==> src/rtl/gate_share_pkg.sv <==
// gate_share_pkg
// Shared definitions for the gate_share_arb slice:
//   state_e  - arbiter FSM states (IDLE, EXEC, RESP)
//   OP_*     - two-bit per-requester op codes
//   CNT_W    - width of the completed-operation counter
package gate_share_pkg;

  typedef enum logic [1:0] {
    IDLE = 2'd0,
    EXEC = 2'd1,
    RESP = 2'd2
  } state_e;

  localparam logic [1:0] OP_AND  = 2'b00;
  localparam logic [1:0] OP_OR   = 2'b01;
  localparam logic [1:0] OP_XOR  = 2'b10;
  localparam logic [1:0] OP_NAND = 2'b11;

  localparam int CNT_W = 8;

endpackage

==> src/rtl/gate_share_rr.sv <==
// gate_share_rr
// Combinational round-robin picker. Scans req starting at ptr, moving
// upward and wrapping from NREQ-1 to 0; the first set bit wins.
// Ports:
//   req    [NREQ-1:0] in  - request vector
//   ptr    [IW-1:0]   in  - index where the search starts
//   winner [IW-1:0]   out - index of the winning requester (0 when none)
//   valid             out - high when any request is set
module gate_share_rr
  import gate_share_pkg::*;
#(
  parameter int NREQ = 4,
  parameter int IW   = 2
) (
  input  logic [NREQ-1:0] req,
  input  logic [IW-1:0]   ptr,
  output logic [IW-1:0]   winner,
  output logic            valid
);

  logic [IW-1:0] idx_s;
  logic          hit_s;

  // Rotating priority scan; once valid is set later candidates are masked.
  always_comb begin
    winner = '0;
    valid  = 1'b0;
    idx_s  = '0;
    hit_s  = 1'b0;
    for (int k = 0; k < NREQ; k++) begin
      idx_s  = IW'((int'(ptr) + k) % NREQ);
      hit_s  = req[idx_s] & ~valid;
      winner = hit_s ? idx_s : winner;
      valid  = valid | req[idx_s];
    end
  end

endmodule

==> src/rtl/gate_share_arb.sv <==
// gate_share_arb
// Time-shares one small logic unit between NREQ requesters. A round-robin
// pick in IDLE captures the winner's operands, EXEC evaluates them and RESP
// returns the result with a one-cycle done pulse.
// Optional feature: define GATE_SHARE_ARB_OPSEL_EN to let op select
// AND/OR/XOR/NAND per requester; otherwise the function is fixed AND and
// op is left unused.
// Ports:
//   clk, rst            - clock, asynchronous active-high reset
//   req  [NREQ-1:0]     - per-requester request, held until its done
//   a, b [NREQ-1:0]     - per-requester one-bit operands
//   op   [2*NREQ-1:0]   - per-requester op code, bits [2i+1:2i]
//   gnt  [NREQ-1:0]     - one-hot grant, high in EXEC
//   done [NREQ-1:0]     - one-hot completion pulse, high in RESP
//   y                   - result, valid with done, 0 otherwise
//   busy                - high in EXEC and RESP
//   ops_cnt [CNT_W-1:0] - completed operations, wraps
module gate_share_arb
  import gate_share_pkg::*;
#(
  parameter int NREQ = 4
) (
  input  logic              clk,
  input  logic              rst,
  input  logic [NREQ-1:0]   req,
  input  logic [NREQ-1:0]   a,
  input  logic [NREQ-1:0]   b,
  input  logic [2*NREQ-1:0] op,
  output logic [NREQ-1:0]   gnt,
  output logic [NREQ-1:0]   done,
  output logic              y,
  output logic              busy,
  output logic [CNT_W-1:0]  ops_cnt
);

  localparam int IW = (NREQ > 1) ? $clog2(NREQ) : 1;
  localparam logic [NREQ-1:0] ONE_HOT0 = {{(NREQ-1){1'b0}}, 1'b1};

  state_e            state_r;
  logic [IW-1:0]     ptr_r;
  logic [IW-1:0]     win_r;
  logic              a_r;
  logic              b_r;
  logic [NREQ-1:0]   gnt_r;
  logic [NREQ-1:0]   done_r;
  logic              y_r;
  logic              busy_r;
  logic [CNT_W-1:0]  cnt_r;

  logic [IW-1:0]     pick_s;
  logic              pick_valid_s;
  logic [IW-1:0]     nxt_ptr_s;
  logic              result_s;

`ifdef GATE_SHARE_ARB_OPSEL_EN
  logic [1:0]        op_r;

  function automatic logic eval_op(input logic av, input logic bv, input logic [1:0] opv);
    logic res;
    case (opv)
      OP_AND:  res = av & bv;
      OP_OR:   res = av | bv;
      OP_XOR:  res = av ^ bv;
      OP_NAND: res = ~(av & bv);
      default: res = 1'b0;
    endcase
    return res;
  endfunction

  // Selected function of the captured operands.
  always_comb begin
    result_s = eval_op(a_r, b_r, op_r);
  end
`else
  // op has no effect in this build; folding it into an unused net keeps it visible.
  logic unused_op_s;
  assign unused_op_s = ^op;

  // Fixed AND of the captured operands.
  always_comb begin
    result_s = a_r & b_r;
  end
`endif

  gate_share_rr #(
    .NREQ (NREQ),
    .IW   (IW)
  ) u_rr (
    .req    (req),
    .ptr    (ptr_r),
    .winner (pick_s),
    .valid  (pick_valid_s)
  );

  // Pointer moves to the slot after the winner, wrapping at NREQ-1.
  always_comb begin
    if (int'(pick_s) == NREQ - 1) begin
      nxt_ptr_s = '0;
    end else begin
      nxt_ptr_s = pick_s + 1'b1;
    end
  end

  // FSM, operand capture and registered outputs.
  always_ff @(posedge clk or posedge rst) begin
    if (rst) begin
      state_r <= IDLE;
      ptr_r   <= '0;
      win_r   <= '0;
      a_r     <= 1'b0;
      b_r     <= 1'b0;
`ifdef GATE_SHARE_ARB_OPSEL_EN
      op_r    <= 2'b00;
`endif
      gnt_r   <= '0;
      done_r  <= '0;
      y_r     <= 1'b0;
      busy_r  <= 1'b0;
      cnt_r   <= '0;
    end else begin
      case (state_r)
        IDLE: begin
          done_r <= '0;
          y_r    <= 1'b0;
          if (pick_valid_s) begin
            state_r <= EXEC;
            win_r   <= pick_s;
            a_r     <= a[pick_s];
            b_r     <= b[pick_s];
`ifdef GATE_SHARE_ARB_OPSEL_EN
            op_r    <= op[{pick_s, 1'b0} +: 2];
`endif
            ptr_r   <= nxt_ptr_s;
            gnt_r   <= ONE_HOT0 << pick_s;
            busy_r  <= 1'b1;
          end else begin
            gnt_r   <= '0;
            busy_r  <= 1'b0;
          end
        end
        EXEC: begin
          // Count at the same edge that raises done so both appear together in RESP.
          state_r <= RESP;
          gnt_r   <= '0;
          done_r  <= ONE_HOT0 << win_r;
          y_r     <= result_s;
          busy_r  <= 1'b1;
          cnt_r   <= cnt_r + 8'd1;
        end
        RESP: begin
          state_r <= IDLE;
          gnt_r   <= '0;
          done_r  <= '0;
          y_r     <= 1'b0;
          busy_r  <= 1'b0;
        end
        default: begin
          state_r <= IDLE;
          gnt_r   <= '0;
          done_r  <= '0;
          y_r     <= 1'b0;
          busy_r  <= 1'b0;
        end
      endcase
    end
  end

  assign gnt     = gnt_r;
  assign done    = done_r;
  assign y       = y_r;
  assign busy    = busy_r;
  assign ops_cnt = cnt_r;

endmodule
==> config.mk <==
export PLATFORM = sky130hd
export DESIGN_NAME = gate_share_arb
export DESIGN_NICKNAME = d
export VERILOG_FILES = /design/src/rtl/gate_share_pkg.sv /design/src/rtl/gate_share_rr.sv /design/src/rtl/gate_share_arb.sv
export SDC_FILE = /design/constraint.sdc
export NUM_CORES = 1
export LEC_CHECK = 0
export CORE_MARGIN = 1.5
export CORE_UTILIZATION = 38
export DETAILED_ROUTE_END_ITERATION = 8
export GPL_ROUTABILITY_DRIVEN = 1
export MAX_ROUTING_LAYER = met4
export PLACE_DENSITY = 0.72
export SLEW_MARGIN = 20
export SYNTH_ARGS = -nofsm -noshare
export SYNTH_HDL_FRONTEND = slang
export SYNTH_HIERARCHICAL = 1
export SYNTH_SLANG_ARGS = --single-unit
export TNS_END_PERCENT = 100
==> constraint.sdc <==
create_clock -name clk -period 3.3 [get_ports clk]
set_input_delay 0.825 -clock clk [delete_from_list [all_inputs] [get_ports clk]]
set_output_delay 0.825 -clock clk [all_outputs]
set_load 0.01 [all_outputs]
* After elaboration in Yosys (flattened, before gate mapping)
Index checks and enable logic that the tools add are counted.
** Operators by class
- Add/subtract/negate cells :: 5
- Multipliers :: 0
- Div/mod/pow operators :: 0
- Order comparisons :: 5
- Equality and inequality tests :: 3
- Shift-type cells :: 2
- Muxes and demuxes :: 25
- Bitwise operators :: 10
- Reduce and logical (&&, ||, !) cells :: 2
** Operators with widths (number)
- $lt A2 B3 Y1 const B :: 5
- $bmux W1 S2 :: 6
- $mux W2 :: 6
- $mux W4 :: 3
- $add A8 B1 Y8 const B :: 1
- $mux W1 :: 8
- $shl A1 B2 Y4 const A :: 2
- $add A2 B1 Y2 const B :: 2
- $add A2 B2 Y2 const B :: 2
- $and A1 B1 Y1 :: 4
- $eq A2 B1 Y1 const B :: 2
- $pmux W2 S2 :: 1
- $not A1 Y1 :: 3
- $or A1 B1 Y1 :: 3
- $logic_not A2 Y1 :: 1
- $ne A2 B2 Y1 const B :: 1
- $pmux W1 S2 :: 1
- $reduce_and A2 Y1 :: 1
** Word-level totals
- Register bits :: 26
- Bits in latches :: 0
- Bits in writable memories :: 0
- Memory bits (read-only) :: 0
- Input port bits :: 22
- Output and inout port bits :: 18
- Memories :: 0

* Longest topological paths before layout
Gate-level depths: netlist of the first run.
- Depth in word-level cells :: 11
- Mapped depth :: 6
- Gate-level depth less buffers :: 6

* By module
Netlist of the first run, hierarchy kept.
** By module, submodules not included
- gate_share_arb :: instances 1, cells an instance 75, area an instance 1064.8 sq um
- gate_share_rr :: instances 1, cells an instance 12, area an instance 73.8 sq um

* Worst setup path before layout of the first run
No wires, ideal clock.
- Path type :: input to register
- From :: input port req[2]
- To :: register a_r
- Library setup time :: 0.125 ns
- Data arrival time :: 2.528 ns
- Slack :: 0.647 ns
- Stages :: 5
- Buffers on the path :: 0
- Path through :: mux2i_1 nor2_1 a311oi_1 mux4_2 mux2_4
** On the way
- Cells in the longest elaborated chain, start to end :: 9
- Elaborated cells between the ends (all ways) :: 24
- Classes of those cells :: mux: 14; bitwise: 9; reduce/logical: 1
** Ends and longest elaborated chain
- start: declaration :: line gate_share_arb.sv:25 : input logic [NREQ-1:0] req,
- $bmux W1 S2 :: line gate_share_rr.sv:32, gate_share_rr.sv:34
- $mux W1 (implied by the code) :: line gate_share_rr.sv:32, gate_share_rr.sv:34
- $not A1 Y1 or $or A1 B1 Y1 (tied branches) :: line gate_share_rr.sv:32, gate_share_rr.sv:34
- $and A1 B1 Y1 (tied with other cells) :: line gate_share_rr.sv:32 : hit_s = req[idx_s] & ~valid;
- $mux W2 (tied with other cells) :: line gate_share_rr.sv:33 : winner = hit_s ? idx_s : winner;
- $mux W2 or $and A1 B1 Y1 (tied branches) :: line gate_share_rr.sv:33, gate_share_rr.sv:32
- $mux W2 (*) :: line gate_share_rr.sv:33
- named net pick_s[0] :: line gate_share_arb.sv:50 : logic [IW-1:0] pick_s;
- $bmux W1 S2 (*) :: line gate_share_arb.sv:128 : a_r <= a[pick_s];
- $mux W1 (implied by the code) (*) :: line gate_share_arb.sv:128
- end signal: assignment :: line gate_share_arb.sv:128
- end: declaration :: line gate_share_arb.sv:42 : logic a_r;
Mark *: on every way through the listed nets, which the timed path passes. The rest lies on a longest branch. The select of a mux whose other input is x is not followed.
A chain may end at the register's enable or synchronous reset.

* Worst setup path after layout of the first run
- From :: input port req[0]
- To :: register b_r
** On the way
- Cells in the longest elaborated chain, start to end :: 9
- Elaborated cells between the ends (all ways) :: 24
- Classes of those cells :: mux: 14; bitwise: 9; reduce/logical: 1
** Ends and longest elaborated chain
- $bmux W1 S2 :: line gate_share_rr.sv:32, gate_share_rr.sv:34
- $mux W1 (implied by the code) :: line gate_share_rr.sv:32, gate_share_rr.sv:34
- $not A1 Y1 or $or A1 B1 Y1 (tied branches) :: line gate_share_rr.sv:32, gate_share_rr.sv:34
- $and A1 B1 Y1 (tied with other cells) :: line gate_share_rr.sv:32
- $mux W2 (tied with other cells) :: line gate_share_rr.sv:33
- $mux W2 or $and A1 B1 Y1 (tied branches) :: line gate_share_rr.sv:33, gate_share_rr.sv:32
- $mux W2 (*) :: line gate_share_rr.sv:33
- named net pick_s[0] :: line gate_share_arb.sv:50
- $bmux W1 S2 (*) :: line gate_share_arb.sv:129 : b_r <= b[pick_s];
- $mux W1 (implied by the code) (*) :: line gate_share_arb.sv:129
- end signal: assignment :: line gate_share_arb.sv:129
- end: declaration :: line gate_share_arb.sv:43 : logic b_r;
Marked as above.

==> out/qor.yml, run 1 <==
outcome:
  status: "finished with violations"
  violations: "DRC"
final_layout:
  n_antenna_cell: 0
  fillers: 264
  drive_gt1_frac: 0.116
  final_cells: 152
  nets: 150
  area_growth_pct: 32.9
yosys:
  synth_xor_area_frac: 0.0538
  dominantRegCellSynth: "dfrtp_1"
  avgSynthCellArea_um2: 13.1
  yosysTopAreaCellShare: 0.571
  netlist_area_um2: 1140
  synth_warnings: 6
  synth_compound_area_frac: 0.0341
  synth-edff-count: 0
  synth_area_leaders: "dfrtp_1 57%, ha_1 5.5%, mux2_2 4.9%, xnor2_1 4.6%, mux4_2 4.0%"
  synthSimpleGateAreaFrac: 0.134
  synth_top_family_by_area: "simple AND/OR/NAND/NOR gates"
  ys_seq_area_frac: 0.571
  synth_area_leader_cell: "dfrtp_1"
  synth_fp_nets: 114
  ys_seq_elements: 26
  yosysUniqueCellTypes: 26
  synthAdderAreaFrac: 0.0549
  synth_mux_area_frac: 0.124
  synth_async_sr_flop_share: 1.00
  syn_inst: 87
  yosysMostFrequentCell: "dfrtp_1"
  synth_common_cells: "26 x dfrtp_1, 6 x xnor2_1"
global_route:
  track_usage: 0.134
  grt_overflow_total: 0
  grt_max_degree: 27
  grt_pass1_vias: 778
  antenna_found_initial: 0
  grt_pass1_wl_um: 3350
placed_design:
  port_buffers: 31
  place_congestion: 0.693
  dp_cells: 149
  pre_cts_ws_ns: 0.425
  hpwl_um: 1520
sta:
  relSlewSlack: 0.419
  worst_slew_pin_slew_ns: 0.866
  setup-violations-final: 0
  max_clock_freq_mhz: 395
  rsz0062_at_grt: "false"
  finalSetupTns_ns: 0
  fin_skew_ns: 0.00486
  min_period_ns: 2.53
  hold_viol: 0
  fin_ws_ns: 0.767
  whs_ns: 0.479
  fin_crit_sh: 0.768
  slew_violations: 0
clock_network:
  cts-buffers-inserted: 3
  htree_levels: 1
  clk_pin_slew_ns: 0.13
  insertion_delay_ns: 0.31
  cts_tree: "done"
  cts-resized-gates: 0
  cts.sinks: 26
  clock_path_buffers: 2
  post-cts-setup-buffers: 0
  holdBufCountCts: 0
  cts-root-buf: "clkbuf_4"
worst_setup_path:
  cp_max_fo: 7
  crit_slowest_cell: "mux4_2"
  cp-end-kind: "flop"
  startpoint_type: "input pin"
  crit_buf_inv: 2
  worstPathRequired_ns: 3.51
  criticalPathCategory: "input pin to flop"
  worstPathCellList: "clkdlybuf4s50_1, mux2i_1, nor2_1, a311oi_1, buf_4, mux4_2, mux2_4"
  critPathMaxStageDelay_ns: 0.50
  arrival_ns: 2.74
  path_delay_family: "multiplexers"
drt:
  wl_per_cell_um: 12.9
  routed_wl_um: 1960
  first_iter_violations: 13
  viasPerCell: 5.07
  drtAntennaViolNets: 0
  route.detailed.drc: 2
  firstDrtPassIters: 8
  num_vias: 770
power_and_ir_drop:
  powerDensity_nw_per_um2: 789
  p_leak_nw: 0.679
  peakVddDrop_uv: 316
  power_mw: 1.19
floorplan:
  start_util: 0.406
  core_um2: 2810
  dieHeight_um: 57.7
  ios: 40
  die_area_um2: 3330
  std_cell_rows: 19
  die_width_um: 57.7
hold_path:
  hp-class: "flop to flop"
flow_run:
  max-cap-violations: 0
-- placed cells by master (no fill, tap or decap), drive strengths merged --
cell type / n
a21oi: 3
a311oi: 1
and2: 4
and3: 3
and3b: 1
and4b: 1
buf: 2
clkbuf: 3
clkdlybuf4s50: 31
clkinv: 1
dfrtp: 26
ha: 5
inv: 4
mux2: 7
mux2i: 1
mux4: 2
nand2: 3
nand2b: 1
nand4: 4
nor2: 5
nor2b: 1
nor3b: 2
o21ai: 1
o2bb2a: 1
or4: 1
xnor2: 6
xor2: 1
-- power breakdown --
group	internal, mW	total [mW]	switching (mW)
clock network	0.0426	0.126	0.0830
logic	0.318	0.530	0.212
registers	0.440	0.538	0.0983
-- per-layer routing --
layer  wire length [um]  track usage
met1                824        0.155
met2               1030        0.235
met3                 95       0.0268
met4                 19       0.0399
met5                  0            -
-- state kept, by name, indices dropped and copies added (netlist names) --
| signal | flops |
|---|---|
| win_r | 2 |
| ptr_r | 2 |
| a_r | 1 |
| gnt | 4 |
| b_r | 1 |
| y | 1 |
| ops_cnt | 8 |
| busy | 1 |
| state_r | 2 |
| done | 4 |
-- metrics by stage --
step / area, um^2 / utilization
after floorplan: 1140 / -
after global placement: 1490 / 0.531
after detailed placement: 1490 / 0.531
after CTS: 1510 / 0.539
after global routing: 1510 / 0.539
final: 1510 / 0.539
-- layout make-up --
type                            count  area, um^2  area share
Tap cell                           31        38.8      0.0256
Multi-Input combinational cell     54         457       0.302
Clock buffer                        3        22.5      0.0149
Inverter                            5        18.8      0.0124
Sequential cell                    26         651       0.430
Timing Repair Buffer               33         325       0.215
-- cell families after synthesis --
logic type	after synthesis
mux	10
fa+ha+maj	5
simple gates	26
xor+xnor	7
compound gates	6
buf+inv	7
flops	26
-- path summary, 6_finish.rpt --
| path | startpoint | end | slack (ns) | depth (start not counted) |
|---|---|---|---|---|
| max | req[0] | b_r | 0.77 | 7 |
| min | ops_cnt[7] | ops_cnt[7] | 0.48 | 1 |
| max reg2reg | ptr_r[1] | b_r | 1.26 | 6 |
| min reg2reg | ops_cnt[7] | ops_cnt[7] | 0.48 | 1 |
| max in group asynchronous | rst | ops_cnt[4] | 2.01 | 2 |
| min in group asynchronous | rst | done[2] | 0.88 | 2 |
Note: power is estimated with default switching activity, not from simulation.
==> run 2, diff against run 1 <==
Settings changed: PLACE_DENSITY 0.72 to 0.75.
Clock period 3.3 ns to 2.2 ns, I/O delays scaled along.
==> run 2 against run 1 <==
The flow still finishes with violations (DRC). Routed wire length grew 5.4%. Final cell count rose by 5.3%. Largest power group is now combinational cells. Largest cell class unchanged. Critical path depth shrank 1.
==> out/qor.yml, run 2 (same netlist as run 1, synthesis figures left out) <==
worst_setup_path:
  reg2reg_slack_ns: 0.20
  r2r_cells: 6
  startpoint_type: "input pin"
  cp-end-kind: "flop"
  worstPathRequired_ns: 2.40
  cp_max_fo: 4
  criticalPathCategory: "input pin to flop"
  arrival_ns: 2.35
sta:
  hold_viol: 0
  min_period_ns: 2.14
  slew_violations: 0
  fin_ws_ns: 0.0567
  fin_skew_ns: 0.00125
  fin_crit_sh: 0.974
  setup-violations-final: 0
  max_clock_freq_mhz: 467
  rsz0062_at_grt: "false"
  worst_slew_pin_slew_ns: 0.678
  finalSetupTns_ns: 0
  relSlewSlack: 0.547
drt:
  routed_wl_um: 2070
  top_layer_used: "met4"
  drtAntennaViolNets: 0
  wl_met2_um: 1080
  met3WireLength_um: 117
  route.detailed.drc: 6
  num_vias: 805
  wl_met1_um: 857
  wl_per_cell_um: 12.9
  firstDrtPassIters: 6
  viasPerCell: 5.03
  first_iter_violations: 11
power_and_ir_drop:
  power_mw: 1.86
  p_leak_nw: 0.723
  powerDensity_nw_per_um2: 1180
  peakVddDrop_uv: 638
final_layout:
  final_common_cell: "clkdlybuf4s50_1"
  area_growth_pct: 38.7
  drive_gt1_frac: 0.186
  largest_register_ffs: 8
  fillers: 248
  mostFrequentLayoutCells: "30 x clkdlybuf4s50_1, 26 x dfrtp_1, 10 x buf_4"
  nets: 158
  n_antenna_cell: 0
  final_util: 0.563
placed_design:
  port_buffers: 31
  pre_cts_ws_ns: -0.355
  hpwl_um: 1620
  place_congestion: 0.736
hold_path:
  hp-class: "flop to flop"
  hold_depth: 1
global_route:
  grt_max_degree: 27
  grt_overflow_total: 0
  track_usage: 0.137
  grt_pass1_vias: 801
  antenna_found_initial: 0
  grt_pass1_wl_um: 3480
flow_run:
  max-cap-violations: 0
clock_network:
  cts.sinks: 26
  cts-root-buf: "clkbuf_4"
  clock_path_buffers: 2
  cts_tree: "done"
  htree_levels: 1
  insertion_delay_ns: 0.30
  holdBufCountCts: 0
  clk_pin_slew_ns: 0.13
  post-cts-setup-buffers: 0
  cts-buffers-inserted: 3
floorplan:
  die_width_um: 57.7
  start_util: 0.406
  ios: 40
  std_cell_rows: 19
  die_area_um2: 3330
  dieHeight_um: 57.7
  core_um2: 2810
outcome:
  status: "finished with violations"
  violations: "DRC"
==> run 2: where the power goes <==
part	internal (mW)	leakage, nW	switching, mW
sequential	0.660	0.330	0.151
clock	0.0638	0.0138	0.124
combinational	0.532	0.379	0.332
total	1.26	0.723	0.607
==> run 2: final timing paths <==
kind,endpoint,startpoint
min,ops_cnt[7],ops_cnt[7]
max reg2reg,a_r,ptr_r[1]
min reg2reg,ops_cnt[7],ops_cnt[7]
max in group asynchronous,gnt[1],rst
max,a_r,req[1]
min in group asynchronous,y,rst
==> run 2: repair_timing <==
item,CTS,global route
pin swaps,0,1
endpoints found under the setup margin,2,3
gates resized for setup,1,1
==> run 2: layer usage <==
layer / vias up / global-route usage
li1: 387 / -
met1: 395 / 0.159
met2: 21 / 0.244
met3: 2 / 0.0246
met4: 0 / 0.0399
met5: - / -
==> run 2: critical path: stages <==
cell and delay (ns):
clkdlybuf4s50_1 0.52, a21oi_1 0.08, a311oi_2 0.26, buf_4 0.18, mux4_2 0.49, mux2_4 0.26
==> run 2: final cells by class <==
class                      count  area (um^2)  share of cell area
clock buffer                   3         22.5              0.0143
inverter                       5         18.8              0.0119
multi-input combinational     54          464               0.294
sequential                    26          651               0.412
tap                           31         38.8              0.0246
timing repair buffer          41          384               0.243
==> run 2: stage by stage <==
stage	cell area, um^2	instances	hold slack (ns)
6_report	1580	160	0.489
5_1_grt	1580	160	0.520
4_1_cts	1580	160	0.496
3_5_place_dp	1560	157	0.474
3_3_place_gp	1560	157	0.462
2_1_floorplan	1140	87	0.440
==> run 3, diff against run 2 <==
Settings changed: CAP_MARGIN from default to 25, PLACE_DENSITY 0.75 to 0.72.
Clock period 2.2 ns to 2.6 ns, I/O delays scaled along.
==> run 3 against run 2 <==
The run still ends with DRC left. Worst setup slack improved by 0.26 ns. First-iteration DRC count rose by 73%. Clock power rose by 5%. Sequential power fell by 15%. Routed wire length shrank 2.2%. Count of clock-buffer cells in the layout increased by 1. Utilization is 0.36 points lower. Sequential cell count stayed put. Critical path depth up 2. Final cell count shrank 1.3%. Register-to-register slack improved by 0.42 ns. Clock skew grew 0.0093 ns. Critical path type unchanged. Largest power group unchanged.
==> out/qor.yml, run 3 (same netlist as run 1, synthesis figures left out) <==
floorplan:
  die_area_um2: 3330
  start_util: 0.406
  std_cell_rows: 19
  core_um2: 2810
  die_width_um: 57.7
  dieHeight_um: 57.7
  ios: 40
drt:
  wl_per_cell_um: 12.8
  top_layer_used: "met4"
  routed_wl_um: 2020
  first_iter_violations: 19
  route.detailed.drc: 2
  firstDrtPassIters: 6
  wl_met2_um: 1080
  wl_met1_um: 847
  viasPerCell: 4.97
  met3WireLength_um: 84
  num_vias: 785
  drtAntennaViolNets: 0
final_layout:
  largest_register_ffs: 8
  final_common_cell: "clkdlybuf4s50_1"
  n_antenna_cell: 0
  nets: 155
  mostFrequentLayoutCells: "31 x clkdlybuf4s50_1, 26 x dfrtp_1, 7 x buf_4"
  fillers: 246
  final_cells: 158
  final_util: 0.559
  drive_gt1_frac: 0.165
  area_growth_pct: 37.8
clock_network:
  cts.sinks: 26
  insertion_delay_ns: 0.31
  cts-root-buf: "clkbuf_4"
  htree_levels: 1
  holdBufCountCts: 0
  cts_tree: "done"
  post-cts-setup-buffers: 0
  clock_path_buffers: 2
  cts-resized-gates: 0
  clk_pin_slew_ns: 0.14
  cts-buffers-inserted: 3
outcome:
  status: "finished with violations"
  violations: "DRC"
global_route:
  grt_overflow_total: 0
  grt_pass1_vias: 789
  grt_pass1_wl_um: 3420
  track_usage: 0.139
  grt_max_degree: 27
  antenna_found_initial: 0
worst_setup_path:
  critPathMaxStageDelay_ns: 0.44
  cp_max_fo: 6
  arrival_ns: 2.50
  reg2reg_slack_ns: 0.62
  worstPathRequired_ns: 2.82
  r2r_cells: 6
  startpoint_type: "input pin"
  worstPathCellList: "clkdlybuf4s50_1, buf_4, a21oi_1, o21ai_0, o2bb2a_1, inv_1, ha_1, mux2_2"
  path_delay_family: "buffers and inverters"
  criticalPathCategory: "input pin to flop"
  crit_slowest_cell: "clkdlybuf4s50_1"
  reg2reg_from: "ptr_r[1]"
  r2r-end: "b_r"
  cp-end-kind: "flop"
  crit_buf_inv: 3
hold_path:
  min_to: "ops_cnt[5]"
  hp-start: "ops_cnt[5]"
  hp-class: "flop to flop"
  hold_depth: 1
sta:
  rsz0062_at_grt: "false"
  slew_violations: 0
  min_period_ns: 2.28
  worst_slew_pin_slew_ns: 0.716
  fin_ws_ns: 0.319
  fin_crit_sh: 0.877
  setup-violations-final: 0
  relSlewSlack: 0.522
  fin_skew_ns: 0.0106
  hold_viol: 0
  max_clock_freq_mhz: 438
placed_design:
  pre_cts_ws_ns: -0.0344
  place_congestion: 0.711
  hpwl_um: 1610
  port_buffers: 31
  dp_cells: 154
power_and_ir_drop:
  power_mw: 1.58
  powerDensity_nw_per_um2: 1000
  p_leak_nw: 0.716
  peakVddDrop_uv: 477
flow_run:
  max-cap-violations: 0
## run 3: cell types whose count changed in the layout (fill, tap and decap cells not counted)
cell | before | now
a311oi_1 | 0 | 1
a311oi_2 | 1 | 0
buf_4 | 10 | 7
clkbuf_8 | 0 | 1
clkdlybuf4s50_1 | 30 | 31
dlygate4sd2_1 | 1 | 0
nor3b_1 | 2 | 1
nor3b_2 | 0 | 1
o2bb2a_1 | 0 | 1
o2bb2a_2 | 1 | 0
## run 3: cell type report
class | count | area [um^2] | area share
clock buffers | 4 | 36.3 | 0.0231
repair buffers | 38 | 363 | 0.231
well taps | 31 | 38.8 | 0.0247
inverters | 5 | 18.8 | 0.0120
multi-input cells | 54 | 462 | 0.294
flip-flops and latches | 26 | 651 | 0.415
## run 3: worst max-delay path by stage
stage / startpoint / endpoint / slack (ns) / depth (start not counted)
6_report: req[0] / ptr_r[1] / 0.32 / 8
5_1_grt: req[2] / ptr_r[1] / 0.19 / 9
3_3_place_gp: req[2] / win_r[0] / -0.23 / 4
3_5_place_dp: req[0] / ptr_r[1] / -0.03 / 8
4_1_cts: req[0] / ptr_r[1] / 0.33 / 8
2_1_floorplan: req[2] / a_r / 0.12 / 5
## run 3: per-stage QoR
stage,cell area (um^2),setup TNS [ns],hold WS [ns]
CTS,1570,0,0.502
floorplan,1140,0,0.440
finish,1570,0,0.495
detailed placement,1530,-0.0409,0.478
global route,1570,0,0.526
global placement,1530,-1.67,0.461
## run 3: report_power, final
group | switching, mW | total (mW) | internal, mW
clock | 0.111 | 0.197 | 0.0855
sequential | 0.129 | 0.688 | 0.558
combinational | 0.272 | 0.692 | 0.420
total | 0.512 | 1.58 | 1.06
## run 3: metal layers
metal | global-route usage | vias up
met3 | 0.0268 | 2
met4 | 0.0498 | 0
met1 | 0.156 | 386
met5 | - | -
li1 | - | 378
met2 | 0.247 | 19
